**config.mk**
```make
export PLATFORM = sky130hd
export DESIGN_NAME = gol_grid_engine
export DESIGN_NICKNAME = d
export VERILOG_FILES = /design/src/rtl/gol_grid_engine.sv
export SDC_FILE = /design/constraint.sdc
export NUM_CORES = 1
export LEC_CHECK = 0
export BUFFER_PORTS_ARGS = -buffer_cell sky130_fd_sc_hd__buf_2
export CAP_MARGIN = 10
export CORE_UTILIZATION = 61
export CTS_BUF_LIST = sky130_fd_sc_hd__clkbuf_2
export DETAILED_ROUTE_END_ITERATION = 6
export PLACE_DENSITY = 0.9
export RECOVER_POWER = 25
export SETUP_SLACK_MARGIN = 0.2
export SLEW_MARGIN = 0
export SYNTH_ARGS = -nofsm -noshare
export SYNTH_HDL_FRONTEND = slang
export SYNTH_SLANG_ARGS = --single-unit
```
**constraint.sdc**
```tcl
create_clock -name clk -period 5.85 [get_ports clk]
set_input_delay 0.2925 -clock clk [delete_from_list [all_inputs] [get_ports clk]]
set_output_delay 0.2925 -clock clk [all_outputs]
set_load 0.005 [all_outputs]
```
**src/rtl/gol_grid_engine.sv**
```systemverilog
// gol_grid_engine
//   Computes one Game of Life generation per start request. It acts as an
//   Avalon-MM master on port s2 of the dual-port grid RAM (1-cycle read
//   latency). For each cell it reads the 3x3 toroidal neighbourhood from the
//   source bank and writes the next-state byte (8'h01 / 8'h00) to the
//   destination bank. Cells are visited row-major, 11 cycles per cell.
// Ports
//   clk, reset_n      clock; asynchronous active-low reset
//   start, swap       start request; swap selects bank1->bank0 when 1
//   busy, done        run in progress; 1-cycle completion pulse
//   gen_count         completed generations (wraps)
//   mem_*             RAM port-2 master signals; mem_readdata returns data
//                     one cycle after its address
module gol_grid_engine #(
   parameter int unsigned GRID_W     = 32,
   parameter int unsigned GRID_H     = 32,
   parameter int unsigned ADDR_W     = 12,
   parameter int unsigned BANK0_BASE = 0,
   parameter int unsigned BANK1_BASE = 1024
) (
   input  logic              clk,
   input  logic              reset_n,
   input  logic              start,
   input  logic              swap,
   output logic              busy,
   output logic              done,
   output logic [15:0]       gen_count,
   output logic [ADDR_W-1:0] mem_address,
   output logic              mem_chipselect,
   output logic              mem_write,
   output logic [7:0]        mem_writedata,
   output logic              mem_clken,
   input  logic [7:0]        mem_readdata
);

   localparam int unsigned XW = $clog2(GRID_W);
   localparam int unsigned YW = $clog2(GRID_H);

   typedef enum logic [2:0] {S_IDLE, S_READ, S_TAIL, S_WRITE, S_DONE} state_t;

   state_t            state_q;
   logic [3:0]        k_q;
   logic [XW-1:0]     x_q;
   logic [YW-1:0]     y_q;
   logic [3:0]        n_q;
   logic              centre_q;
   logic              swap_q;
   logic              busy_q;
   logic              done_q;
   logic [15:0]       gen_q;
   logic [ADDR_W-1:0] addr_q;
   logic              cs_q;
   logic              wr_q;
   logic [7:0]        wdata_q;

   logic [XW-1:0]     x_d;
   logic [YW-1:0]     y_d;
   logic              last_cell;
   logic [ADDR_W-1:0] src_base;
   logic [ADDR_W-1:0] dst_base;
   logic [ADDR_W-1:0] start_base;
   logic              rd_alive;
   logic [3:0]        n_tail;
   logic              next_alive;

   // Neighbour k = 3*(dy+1) + (dx+1); wrap comes free from the power-of-two
   // coordinate widths, and y*GRID_W + x is just the concatenation {y, x}.
   function automatic logic [ADDR_W-1:0] nbr_addr(input logic [ADDR_W-1:0] base,
                                                  input logic [XW-1:0] x,
                                                  input logic [YW-1:0] y,
                                                  input logic [3:0] k);
      logic [XW-1:0] xs;
      logic [YW-1:0] ys;
      case (k)
         4'd0, 4'd3, 4'd6: xs = x - XW'(1);
         4'd2, 4'd5, 4'd8: xs = x + XW'(1);
         default:          xs = x;
      endcase
      case (k)
         4'd0, 4'd1, 4'd2: ys = y - YW'(1);
         4'd6, 4'd7, 4'd8: ys = y + YW'(1);
         default:          ys = y;
      endcase
      return base + ADDR_W'({ys, xs});
   endfunction

   always_comb begin
      x_d        = x_q + XW'(1);
      y_d        = (x_q == XW'(GRID_W - 1)) ? y_q + YW'(1) : y_q;
      last_cell  = (x_q == XW'(GRID_W - 1)) && (y_q == YW'(GRID_H - 1));
      src_base   = swap_q ? ADDR_W'(BANK1_BASE) : ADDR_W'(BANK0_BASE);
      dst_base   = swap_q ? ADDR_W'(BANK0_BASE) : ADDR_W'(BANK1_BASE);
      start_base = swap   ? ADDR_W'(BANK1_BASE) : ADDR_W'(BANK0_BASE);
      rd_alive   = |mem_readdata;
      n_tail     = n_q + {3'b000, rd_alive};
      next_alive = (n_tail == 4'd3) || (centre_q && (n_tail == 4'd2));
   end

   // Outputs are registered: each branch loads the values the next state presents.
   // Data returned during READ belongs to the address issued one cycle earlier (k-1).
   always_ff @(posedge clk or negedge reset_n) begin
      if (!reset_n) begin
         state_q  <= S_IDLE;
         k_q      <= '0;
         x_q      <= '0;
         y_q      <= '0;
         n_q      <= '0;
         centre_q <= 1'b0;
         swap_q   <= 1'b0;
         busy_q   <= 1'b0;
         done_q   <= 1'b0;
         gen_q    <= '0;
         addr_q   <= '0;
         cs_q     <= 1'b0;
         wr_q     <= 1'b0;
         wdata_q  <= '0;
      end else begin
         done_q <= 1'b0;
         case (state_q)
            S_IDLE: begin
               if (start) begin
                  swap_q   <= swap;
                  x_q      <= '0;
                  y_q      <= '0;
                  k_q      <= '0;
                  n_q      <= '0;
                  centre_q <= 1'b0;
                  busy_q   <= 1'b1;
                  cs_q     <= 1'b1;
                  wr_q     <= 1'b0;
                  addr_q   <= nbr_addr(start_base, '0, '0, 4'd0);
                  state_q  <= S_READ;
               end
            end
            S_READ: begin
               if (k_q != 4'd0) begin
                  if (k_q == 4'd5) centre_q <= rd_alive;
                  else             n_q      <= n_q + {3'b000, rd_alive};
               end
               if (k_q == 4'd8) begin
                  cs_q    <= 1'b0;
                  state_q <= S_TAIL;
               end else begin
                  k_q    <= k_q + 4'd1;
                  addr_q <= nbr_addr(src_base, x_q, y_q, k_q + 4'd1);
               end
            end
            S_TAIL: begin
               cs_q    <= 1'b1;
               wr_q    <= 1'b1;
               addr_q  <= dst_base + ADDR_W'({y_q, x_q});
               wdata_q <= {7'b0000000, next_alive};
               state_q <= S_WRITE;
            end
            S_WRITE: begin
               wr_q <= 1'b0;
               x_q  <= x_d;
               y_q  <= y_d;
               if (last_cell) begin
                  cs_q    <= 1'b0;
                  busy_q  <= 1'b0;
                  done_q  <= 1'b1;
                  gen_q   <= gen_q + 16'd1;
                  state_q <= S_DONE;
               end else begin
                  k_q      <= '0;
                  n_q      <= '0;
                  centre_q <= 1'b0;
                  cs_q     <= 1'b1;
                  addr_q   <= nbr_addr(src_base, x_d, y_d, 4'd0);
                  state_q  <= S_READ;
               end
            end
            S_DONE:  state_q <= S_IDLE;
            default: state_q <= S_IDLE;
         endcase
      end
   end

   assign busy           = busy_q;
   assign done           = done_q;
   assign gen_count      = gen_q;
   assign mem_address    = addr_q;
   assign mem_chipselect = cs_q;
   assign mem_write      = wr_q;
   assign mem_writedata  = wdata_q;
   assign mem_clken      = reset_n;

endmodule
```
; ---- Yosys cells after proc, flatten, opt, wreduce, memory -nomap -nowiden
; Cells that the tools add are included.
[word_totals]
ff_bits = 56
in_bits = 12
output_inout_bits = 41
wordCells = 125
[op_classes]
addsub = 13
n_eq_ne = 24
muxes = 48
n_reduce_logical = 26
[op_table]
columns = op, n
row1 = 5-bit two-way mux, 12
row2 = 11-bit by 10-bit adder with 12-bit output, 4
row3 = 12-bit one-hot mux with 4 select lines, 1
row4 = 5-bit one-hot mux with 2 select lines, 4
row5 = 12-bit two-way mux, 3
row6 = 11-bit two-way mux, 3
row7 = 4-bit one-hot mux with 3 select lines, 2
row8 = 4-bit two-way mux, 5
row9 = 5-bit by 1-bit subtractor with 5-bit output (second input constant), 4
row10 = 16-bit by 1-bit adder with 16-bit output (second input constant), 1
row11 = 4-bit by 2-bit equality test with 1-bit output (second input constant), 4
row12 = 4-bit by 3-bit equality test with 1-bit output (second input constant), 4
row13 = 2-bit != test (second input constant), 8
row14 = 3-bit one-hot mux with 4 select lines, 1
row15 = 3-bit OR reduction, 4
row16 = 5-bit by 1-bit adder with 5-bit output (second input constant), 2
row17 = 5-bit equality test (second input constant), 2
row18 = 1-bit two-way mux, 10
row19 = 2-bit AND reduction, 5
row20 = 5-bit AND reduction, 2
row21 = 3-bit two-way mux, 3
row22 = 4-bit equality test (second input constant), 2
row23 = 4-bit AND reduction, 2
row24 = 4-bit nonzero test, 2
row25 = other kinds (16), 21

; ---- Longest topological paths before layout
; Gate-level depths: netlist of run 1.
[depth]
depth_word = 9
depth_mapped = 13
depth_no_buf = 11

; ---- Least setup slack after synthesis of run 1
; Ideal clock, no wire load.
[synth_path]
path_kind = reg2reg
start = reg x_q[0]
end = reg addr_q[7] (netlist: mem_address[7])
setup_ns = 0.077
arrival_time_ns = 2.622
required_time_ns = 5.773
slack_ns = 3.150
path_stages_with_launch = 14
n_path_buf = 2
period_less_slack_ns = 2.700
path_cell_list = dfrtp_1 ha_1 clkbuf_1 and3_1 ha_1 clkbuf_1 mux2i_1 ha_1 a21bo_2 a31oi_1 o22ai_1 a32oi_1 o21ai_0 a21oi_1
[synth_between]
elab_chain_len = 8
word_cells_on_any_way = 22
classes_between = add/sub (7) / eq/ne (2) / mux (11) / reduce/logical (2)
[synth_lines]
columns = element, line_no
row1 = "start, declared", 43  ; logic [XW-1:0] x_q;
row2 = "start signal, assigned", 105  ; x_q <= '0;
row3 = "start signal, assigned", 123  ; x_q <= '0;
row4 = "start signal, assigned", 157  ; x_q <= x_d;
row5 = "parallel branches: the longest is 8 deep, another holds 11-bit by 10-bit adder with 12-bit output", -
row6 = "end signal, assigned", 131  ; addr_q <= nbr_addr(start_base, '0, '0, 4'd0);
row7 = "end signal, assigned", 151  ; addr_q <= dst_base + ADDR_W'({y_q, x_q});
row8 = "end signal, assigned", 170  ; addr_q <= nbr_addr(src_base, x_d, y_d, 4'd0);
row9 = "end, declared", 51  ; logic [ADDR_W-1:0] addr_q;
; Several ways; the timed one is not identified. The select of a mux whose other input is x is not followed.
; A chain may end at the register's enable or synchronous reset.

; ---- Final worst setup path of run 1
[layout_path]
start = in reset_n
end = out mem_clken
[layout_rtl]
columns = element, line_no
row1 = "start, declared", 22  ; input logic reset_n,
row2 = "end, declared", 32  ; output logic mem_clken,
; No word-level cell between the ends.

==> results.py, run 1 <==
metrics = {
    "detailed_routing": {
        "avgRoutedWirePerCell_um": 16.3,
        "first_pass_iters": 5,
        "drt_iter0_drc": 297,
        "vias": 3360,
        "highest_layer": "met4",
        "wl_met1_um": 3570,
        "wl_met2_um": 4200,
        "drc": 0,
        "routed_wl_um": 8670,
        "vias_per_cell": 6.33,
        "ant_nets": 0,
        "met3_wirelength_um": 659,
    },
    "setup_path": {
        "critPathTopFamily": "buffers and inverters",
        "critPathKind": "input port to output port",
        "worstSetupStartpointType": "input port",
        "cp_max_fo": 56,
        "critPathMostFrequentCell": "buf_2",
        "required_ps": 5560,
        "critPathMaxStageDelay_ps": 2100,
        "crit_buf_inv": 4,
        "end_kind": "output port",
        "critPathSlowestCell": "clkbuf_1",
        "arrival_ps": 3410,
        "cp_cell_sequence": "dlygate4sd3_1, buf_2, clkbuf_1, buf_2",
    },
    "floorplanning": {
        "die_w_um": 80.6,
        "chipHeight_um": 80.6,
        "die_area_mm2": 0.00649,
        "std_cell_rows": 28,
        "core_mm2": 0.00592,
        "io-pin-count": 53,
        "initial_core_util": 0.636,
    },
    "clock_tree": {
        "postCtsHoldBufs": 1,
        "postCtsSetupBuffers": 0,
        "clockRootBuffer": "clkbuf_2",
        "post_cts.resized_instances": 0,
        "clockBufferDepth": 2,
        "path_clk_slew_ps": 270,
        "htree_num_levels": 2,
        "tritoncts": "done",
        "cts_sinks": 55,
        "clk_latency_ps": 480,
        "numCtsBuffers": 5,
    },
    "run_status": {
        "status": "complete, but fails checks",
        "violations": "capacitance limit, slew limit",
    },
    "final_layout": {
        "layout.nets": 481,
        "area_delta_synth_final_pct": 5.45,
        "post-route-util": 0.671,
        "finalNonFillerCells": 531,
        "drive_gt1_frac": 0.162,
        "diodes": 0,
    },
    "pwr": {
        "p_total_uw": 1940,
        "powerDensity_mw_per_mm2": 489,
        "peakVddDrop_v": 0.000311,
        "cellLeakagePower_uw": 0.00182,
    },
    "placed_design": {
        "io_buffers": 44,
        "place.gp.congestion": 0.925,
        "dpl.hpwl_um": 6240,
        "dpl.cell_count": 522,
    },
    "global_route": {
        "grt_pass1_wl_um": 14000,
        "antenna_found_initial": 0,
        "grt_max_degree": 57,
        "grt_overflow": 0,
        "grt_pass1_vias": 2986,
        "globalRouteTotalUtil": 0.276,
    },
    "synth": {
        "synth_area_leader_cell": "dfrtp_1",
        "netlist_area_mm2": 0.00376,
        "synth_common_cells": "55 x dfrtp_1, 49 x nand2_1, 35 x o21ai_0",
        "ys.flop_type": "dfrtp_1",
        "synth_warnings": 0,
        "synth.avg_cell_area_um2": 8.71,
        "synthArstFlopShare": 1.00,
        "yosysUniqueCellTypes": 74,
        "ys_ff_latch": 55,
        "synth_area_leaders": "dfrtp_1 37%, nand2_1 4.9%, ha_1 4.7%",
        "synth_top_area_share": 0.366,
        "yosysMostFrequentCell": "dfrtp_1",
        "synth-edff-count": 0,
        "synth_cells": 432,
        "yosysSeqAreaShare": 0.366,
    },
    "timing": {
        "min_period_over_period": 0.633,
        "worst_pin_slew_ps": 2980,
        "timing.final.crit_period_ps": 3710,
        "fmax_mhz": 270,
        "finalClockSkew_ps": 27.0,
        "setup_viol": 0,
        "hold_viol": 0,
        "relSlewSlack": -0.986,
        "rsz0062_at_grt": "false",
        "drv_slew": 57,
        "tns_ps": 0,
    },
    "flow_run": {
        "drv_cap": 1,
    },
    "worst_hold_path": {
        "min_path_type": "input port to flop",
    },
}
## cell type report
type / instances / area, µm²
clock inverters: 3 / 22.5
inverters: 15 / 56.3
fillers: 462 / 1950
well taps: 75 / 93.8
repair buffers: 47 / 241
flip-flops and latches: 55 / 1380
clock buffers: 5 / 25.0
multi-input cells: 331 / 2150
## cells by family (layout without fill, tap and decap cells)
family / Yosys count / count (layout) / share of synthesized area
simple gates: 156 / 156 / 0.215
compound gates: 113 / 113 / 0.204
flops: 55 / 55 / 0.366
buf+inv: 53 / 70 / 0.0691
xor+xnor: 27 / 27 / 0.0628
fa+ha+maj: 14 / 14 / 0.0465
mux: 13 / 13 / 0.0359
other cells: 1 / 8 / 0.000996
## through the flow
stage,worst slack (ps),hold WS [ps],area [µm²]
after floorplan,3150,-3.09,3790
after global placement,2510,455,3920
after detailed placement,2350,473,3920
after CTS,2300,50.9,3970
after global routing,1580,48.1,3970
final,2140,57.6,3970
## state kept, by name, indices dropped and copies added (netlist names)
name	count
swap_q	1
x_q	5
gen_count	16
centre_q	1
y_q	5
mem_chipselect	1
busy	1
mem_address	11
mem_writedata	1
n_q	4
state_q	3
k_q	4
done	1
mem_write	1
## metal layers
layer,track usage,vias to the layer above
met4,0.102,0
met3,0.0375,29
met2,0.460,173
met1,0.363,1581
met5,0,-
li1,-,1577
## path summary, 6_finish.rpt
check                                          start                   endpoint  slack [ps]  cells past startpoint
min in group asynchronous                    reset_n  gen_count[11]$_DFFE_PN0P_        1360                      3
setup reg to reg                  x_q[0]$_DFFE_PN0P_         k_q[2]$_DFFE_PN0P_        2250                      9
hold reg to reg            gen_count[12]$_DFFE_PN0P_  gen_count[12]$_DFFE_PN0P_         510                      1
hold / removal                                  swap         swap_q$_DFFE_PN0P_          60                      2
setup / recovery                             reset_n                  mem_clken        2140                      4
max in group asynchronous                    reset_n         n_q[0]$_DFFE_PN0P_        2830                      3
## report_power, final
group / leakage (µW) / total (µW) / internal [µW] / switching (µW)
registers: 0.000711 / 664 / 492 / 171
logic: 0.00108 / 1120 / 494 / 622
clock network: 0.0000333 / 161 / 31.6 / 129
## cells in the final DEF (no fill, tap or decap), types with 4 or more instances in the layout
cell type and count:
o21ai_0 35, nor3_1 7, xor2_1 12, and2_1 4, conb_1 8, dfrtp_1 55
clkbuf_2 5, nand3b_1 4, nand3_1 13, mux2i_1 9, nor2_1 31, a21oi_1 20
nand2b_1 6, nor4_1 4, inv_1 15, mux2_2 4, nor2b_1 4, xnor2_1 15
o211ai_1 4, ha_1 14, a31oi_1 5, o31ai_1 5, nand4_1 6, buf_2 44
and3_1 7, nand2_1 49
No activity file was read; power rests on OpenSTA's default activity.
==> inputs of run 2 (changes only) <==
Settings changed: CORE_UTILIZATION 61 to 54, PLACE_DENSITY 0.9 to 0.85.
Clock period 5.85 ns to 3.05 ns, I/O delays scaled along.
==> run 2 against run 1 <==
  * The flow now finishes without violations
  * Wire length grew 2.4%
  * Count of clock-buffer cells in the layout is the same
  * Hold slack lost 32 ps
  * Clock power grew 91%
  * Global-route usage shrank 2.8 points
  * Core utilization shrank 6.5 points
  * Critical path depth grew 8
  * Sequential power grew 79%
  * Final area grew 3.1%
  * Combinational power grew 110%
  * Register-to-register slack lost 1800 ps
  * Sequential share of layout area shrank 0.97 points
  * Critical endpoint is now mem_address[7]$_DFFE_PN0P_
  * Largest cell class unchanged
==> results.py, run 2 (same netlist as run 1, synthesis figures left out) <==
metrics = {
    "setup_path": {
        "critPathMaxStageDelay_ps": 480,
        "r2r_start": "x_q[1]$_DFFE_PN0P_",
        "required_ps": 3460,
        "arrival_ps": 3040,
        "end_kind": "flop",
        "crit_end": "mem_address[7]$_DFFE_PN0P_",
        "r2r_setup_slack_ps": 420,
        "worstSetupStartpointType": "flop",
        "cp_max_fo": 14,
        "cp_num_cells": 12,
        "cp_cell_sequence": "ha_2, and3_1, ha_1, buf_4, xnor2_1, ha_1, a21bo_2, a31oi_1, o22ai_1, a32oi_1, o21ai_0, a21oi_1",
        "critPathLaunch": "x_q[1]$_DFFE_PN0P_",
        "critPathKind": "flop to flop",
        "critPathMostFrequentCell": "ha_1",
        "crit_buf_inv": 1,
        "critPathTopFamily": "compound AO/OA/AOI/OAI gates",
        "r2r_cells": 12,
        "critPathSlowestCell": "dfrtp_2",
        "r2r-end": "mem_address[7]$_DFFE_PN0P_",
    },
    "pwr": {
        "combPwrFrac": 0.606,
        "peakVddDrop_v": 0.000417,
        "powerDensity_mw_per_mm2": 927,
        "seq_power_share": 0.313,
        "cellLeakagePower_uw": 0.00185,
        "netSwitchingFraction": 0.467,
        "p_total_uw": 3790,
        "power.switching_uw": 1770,
        "p_int_uw": 2020,
        "power.clock.fraction": 0.081,
    },
    "timing": {
        "fmax_mhz": 380,
        "worst_pin_slew_ps": 866,
        "tns_ps": 0,
        "setup_ws_ps": 419,
        "min_period_over_period": 0.863,
        "rsz0062_at_grt": "false",
        "hold_viol": 0,
        "drv_slew": 0,
        "finalClockSkew_ps": 15.0,
        "setup_viol": 0,
        "timing.final.crit_period_ps": 2630,
        "relSlewSlack": 0.423,
    },
    "final_layout": {
        "diodes": 0,
        "drive_gt1_frac": 0.163,
        "num-fill-cells": 580,
        "fin_area_mm2": 0.00409,
        "multiInputGateArea_mm2": 0.00216,
        "post-route-util": 0.606,
        "seq_area_mm2": 0.00138,
        "final_cell_mix": "53 x dfrtp_1, 49 x nand2_1, 35 x o21ai_0",
        "layout_commonest_cell": "dfrtp_1",
        "largest_reg_flops": 16,
        "area_delta_synth_final_pct": 8.67,
        "layout.nets": 496,
    },
    "detailed_routing": {
        "vias_per_cell": 6.13,
        "avgRoutedWirePerCell_um": 16.1,
        "drc": 0,
        "routed_wl_um": 8880,
        "ant_nets": 0,
        "drt_iter0_drc": 286,
        "first_pass_iters": 5,
        "vias": 3379,
    },
    "global_route": {
        "globalRouteTotalUtil": 0.248,
        "grt_pass1_wl_um": 14600,
        "grt_pass1_vias": 3003,
        "grt_overflow": 0,
        "antenna_found_initial": 0,
        "grt_max_degree": 49,
    },
    "floorplanning": {
        "die_area_mm2": 0.00731,
        "die_w_um": 85.5,
        "io-pin-count": 53,
        "chipHeight_um": 85.5,
        "core_mm2": 0.00676,
        "std_cell_rows": 30,
        "initial_core_util": 0.557,
    },
    "worst_hold_path": {
        "min_path_type": "input port to flop",
        "hp-start": "start",
    },
    "clock_tree": {
        "numCtsBuffers": 5,
        "cts_sinks": 55,
        "clockRootBuffer": "clkbuf_2",
        "htree_num_levels": 2,
        "tritoncts": "done",
        "path_clk_slew_ps": 290,
        "clk_latency_ps": 470,
        "clockBufferDepth": 2,
    },
    "placed_design": {
        "placed_area_mm2": 0.00400,
        "dp_slack_ps": 269,
        "io_buffers": 44,
        "place.gp.congestion": 0.924,
        "dpl.hpwl_um": 6330,
    },
    "run_status": {
        "status": "completed",
    },
    "flow_run": {
        "drv_cap": 0,
    },
}
run 2: cell types whose count changed in the layout (fill, tap and decap cells not counted), sizes merged:
| cell | previous run | this run |
|---|---|---|
| buf | 45 | 44 |
| clkbuf | 6 | 19 |
| dlygate4sd3 | 1 | 4 |
run 2: layer usage:
layer	share of wire	GRT usage	wire length, µm	up-vias
met2	0.50	0.409	4410	130
met4	0.015	0.0682	137	0
met1	0.43	0.339	3820	1631
li1	-	-	-	1600
met3	0.058	0.0452	512	18
met5	0	0	0	-
run 2: layout make-up:
class | count | area share
Multi-Input combinational cell | 331 | 0.528
Sequential cell | 55 | 0.337
Tap cell | 80 | 0.0245
Clock buffer | 5 | 0.00612
Inverter | 15 | 0.0138
Timing Repair Buffer | 62 | 0.0850
Clock inverter | 3 | 0.00550
run 2: tightest hold or removal path, stage by stage:
cell and delay [ps]:
buf_2 150, a21oi_1 120, o21ai_0 70
run 2: power by group through the flow:
stage	combinational, µW	sequential, µW	clock (µW)
6_report	2300	1190	308
5_1_grt	2560	1220	348
4_1_cts	2230	1190	315
3_5_place_dp	2210	1210	0
3_3_place_gp	2150	1200	0
2_1_floorplan	1800	1100	0
run 2: worst min path at each step:
| stage | cells after the start | slack [ps] | to |
|---|---|---|---|
| after floorplan | 0 | -140 | busy$_DFFE_PN0P_ |
| after global placement | 1 | 10 | n_q[2]$_DFFE_PN0P_ |
| after detailed placement | 1 | 20 | n_q[3]$_DFFE_PN0P_ |
| after CTS | 3 | 10 | busy$_DFFE_PN0P_ |
| after global routing | 3 | 20 | busy$_DFFE_PN0P_ |
| final | 3 | 30 | busy$_DFFE_PN0P_ |
run 2: stage by stage:
step	instances	hold WS, ps
2_1_floorplan	439	-143
3_3_place_gp	537	11.1
3_5_place_dp	537	15.5
4_1_cts	549	14.4
5_1_grt	551	19.7
6_report	551	25.4
run 2: timing repair:
item,4_1_cts,5_1_grt
hold buffers,4,0
buffers inserted,0,2
endpoints found under the hold margin,56,0
gates resized for setup,0,4
endpoints found under the setup margin,0,8
==> inputs of run 3 (changes only) <==
==> constraint.sdc (replaced) <==
create_clock -name clk -period 3.05 [get_ports clk]
set_input_delay 0.4575 -clock clk [delete_from_list [all_inputs] [get_ports clk]]
set_output_delay 0.4575 -clock clk [all_outputs]
set_load 0.005 [all_outputs]
==> run 3 against run 2 <==
  * Via count decreased by 0.44%
  * Sequential power barely moved
  * Critical path depth shrank 3
  * Setup slack worse by 81 ps
  * Non-clock buffer count decreased by 2
  * Sequential share of layout area down 0.082 points
  * Wire length fell by 1.3%
  * Count of clock-buffer cells in the layout unchanged
  * Flip-flop and latch count unchanged
  * Core utilization is 0.093 points higher
  * Cell count is 0.36% lower
  * Critical path type unchanged
  * Largest power group unchanged
==> results.py, run 3 (same netlist as run 1, synthesis figures left out) <==
metrics = {
    "run_status": {
        "status": "completed",
    },
    "global_route": {
        "antenna_found_initial": 0,
        "grt_pass1_wl_um": 14600,
        "grt_overflow": 0,
        "grt_pass1_vias": 3034,
        "grt_use_met2": 0.411,
        "met3_usage": 0.0433,
        "top_usage_layer": "met2",
        "grt_use_met1": 0.334,
        "globalRouteTotalUtil": 0.249,
        "grt_max_degree": 56,
    },
    "pwr": {
        "powerDensity_mw_per_mm2": 947,
        "p_int_uw": 2110,
        "power.clock.fraction": 0.098,
        "power.switching_uw": 1770,
        "peakVddDrop_v": 0.000427,
        "combPwrFrac": 0.594,
        "netSwitchingFraction": 0.455,
        "cellLeakagePower_uw": 0.00190,
        "seq_power_share": 0.309,
    },
    "timing": {
        "worst_pin_slew_ps": 1370,
        "tns_ps": 0,
        "setup_viol": 0,
        "relSlewSlack": 0.0846,
        "min_period_over_period": 0.889,
        "rsz0062_at_grt": "true",
        "finalClockSkew_ps": 30.7,
        "fmax_mhz": 369,
        "drv_slew": 0,
        "timing.final.crit_period_ps": 2710,
        "fin_hold_ws_ps": 235,
        "hold_viol": 0,
    },
    "detailed_routing": {
        "ant_nets": 0,
        "drc": 0,
        "routed_wl_um": 8770,
        "first_pass_iters": 4,
        "drt_iter0_drc": 268,
        "avgRoutedWirePerCell_um": 16.0,
        "vias": 3364,
        "vias_per_cell": 6.13,
    },
    "setup_path": {
        "critPathMaxStageDelay_ps": 660,
        "required_ps": 3480,
        "critPathSlowestCell": "or4_4",
        "worstSetupStartpointType": "flop",
        "end_kind": "flop",
        "arrival_ps": 3140,
        "cp_cell_sequence": "ha_1, and3_1, ha_1, a41oi_1, o31ai_1, or4_4, nor3_2, a21oi_1, o21ai_1",
        "critPathMostFrequentCell": "ha_1",
        "critPathKind": "flop to flop",
        "cp_max_fo": 9,
    },
    "placed_design": {
        "io_buffers": 44,
        "place.gp.congestion": 0.950,
        "dpl.hpwl_um": 6430,
    },
    "final_layout": {
        "final_cell_mix": "54 x dfrtp_1, 49 x nand2_1, 43 x buf_2",
        "diodes": 0,
        "layout_commonest_cell": "dfrtp_1",
        "largest_reg_flops": 16,
        "area_delta_synth_final_pct": 8.84,
        "layout.nets": 494,
        "drive_gt1_frac": 0.192,
    },
    "floorplanning": {
        "initial_core_util": 0.557,
        "chipHeight_um": 85.5,
        "die_w_um": 85.5,
        "io-pin-count": 53,
        "core_mm2": 0.00676,
        "std_cell_rows": 30,
        "die_area_mm2": 0.00731,
    },
    "clock_tree": {
        "postCtsHoldBufs": 0,
        "htree_num_levels": 2,
        "clk_latency_ps": 470,
        "cts_sinks": 55,
        "path_clk_slew_ps": 300,
        "clockRootBuffer": "clkbuf_2",
        "tritoncts": "done",
        "clockBufferDepth": 2,
        "numCtsBuffers": 5,
    },
    "worst_hold_path": {
        "min_path_type": "input port to flop",
    },
    "flow_run": {
        "drv_cap": 0,
    },
}
[run 3: cell count changes in the layout (fill, tap and decap cells not counted)]
| cell | delta |
|---|---|
| dfrtp_1 | +1 |
| buf_4 | +1 |
| dlygate4sd3_1 | -4 |
| inv_6 | -1 |
| ha_1 | +1 |
| dfrtp_2 | -1 |
| clkbuf_2 | +1 |
| buf_2 | +13 |
| clkbuf_1 | -13 |
| ha_2 | -1 |
| bufinv_16 | +1 |
[run 3: power by group through the flow]
stage	Clock (µW)	Combinational, µW	Sequential (µW)
after global placement	0	2150	1200
after detailed placement	0	2230	1210
final	379	2300	1200
after floorplan	0	1800	1100
after CTS	383	2250	1190
after global routing	410	2570	1240
[run 3: stage by stage]
stage	utilization	cell area [µm²]	setup slack (ps)	cells	power [µW]
finish	0.606	4100	338	549	3880
global route	0.606	4100	147	549	4220
CTS	0.604	4080	245	547	3820
detailed placement	0.594	4010	280	539	3440
global placement	0.594	4010	366	539	3340
floorplan	-	3790	350	439	2900
[run 3: critical path: cells and delay by family, from the launching register on]
kind / cells / cell delay, ps
AOI/OAI and AO/OA: 4 / 570
adders and majority gates: 2 / 530
DFF: 1 / 550
and+or+nand+nor: 3 / 1030
[run 3: repair_timing]
action / in CTS / in global routing
endpoints found under the setup margin: 0 / 4
resized for setup: 0 / 2
hold endpoints to repair: 0 / 0
setup buffers: 0 / 2
[run 3: final cells by class]
cell class / count / area [µm²]
timing repair buffer: 60 / 337
clock inverter: 3 / 43.8
sequential: 55 / 1380
tap: 80 / 100
inverter: 15 / 56.3
fill: 607 / 2660
multi-input combinational: 331 / 2160
clock buffer: 5 / 25.0
[run 3: layer usage]
| metal | part of all wire | wire (µm) |
|---|---|---|
| met5 | 0 | 0 |
| met4 | 0.018 | 155 |
| met3 | 0.066 | 577 |
| met2 | 0.48 | 4190 |
| met1 | 0.44 | 3850 |
[run 3: final timing paths]
check	startpoint	endpoint	slack, ps	cells after the start
hold / removal	swap	swap_q$_DFFE_PN0P_	240	2
max in group asynchronous	reset_n	x_q[1]$_DFFE_PN0P_	1780	2
setup / recovery	y_q[0]$_DFFE_PN0P_	n_q[3]$_DFFE_PN0P_	340	9
setup reg to reg	y_q[0]$_DFFE_PN0P_	n_q[3]$_DFFE_PN0P_	340	9
hold reg to reg	gen_count[15]$_DFFE_PN0P_	gen_count[15]$_DFFE_PN0P_	500	1
min in group asynchronous	reset_n	mem_address[2]$_DFFE_PN0P_	410	2
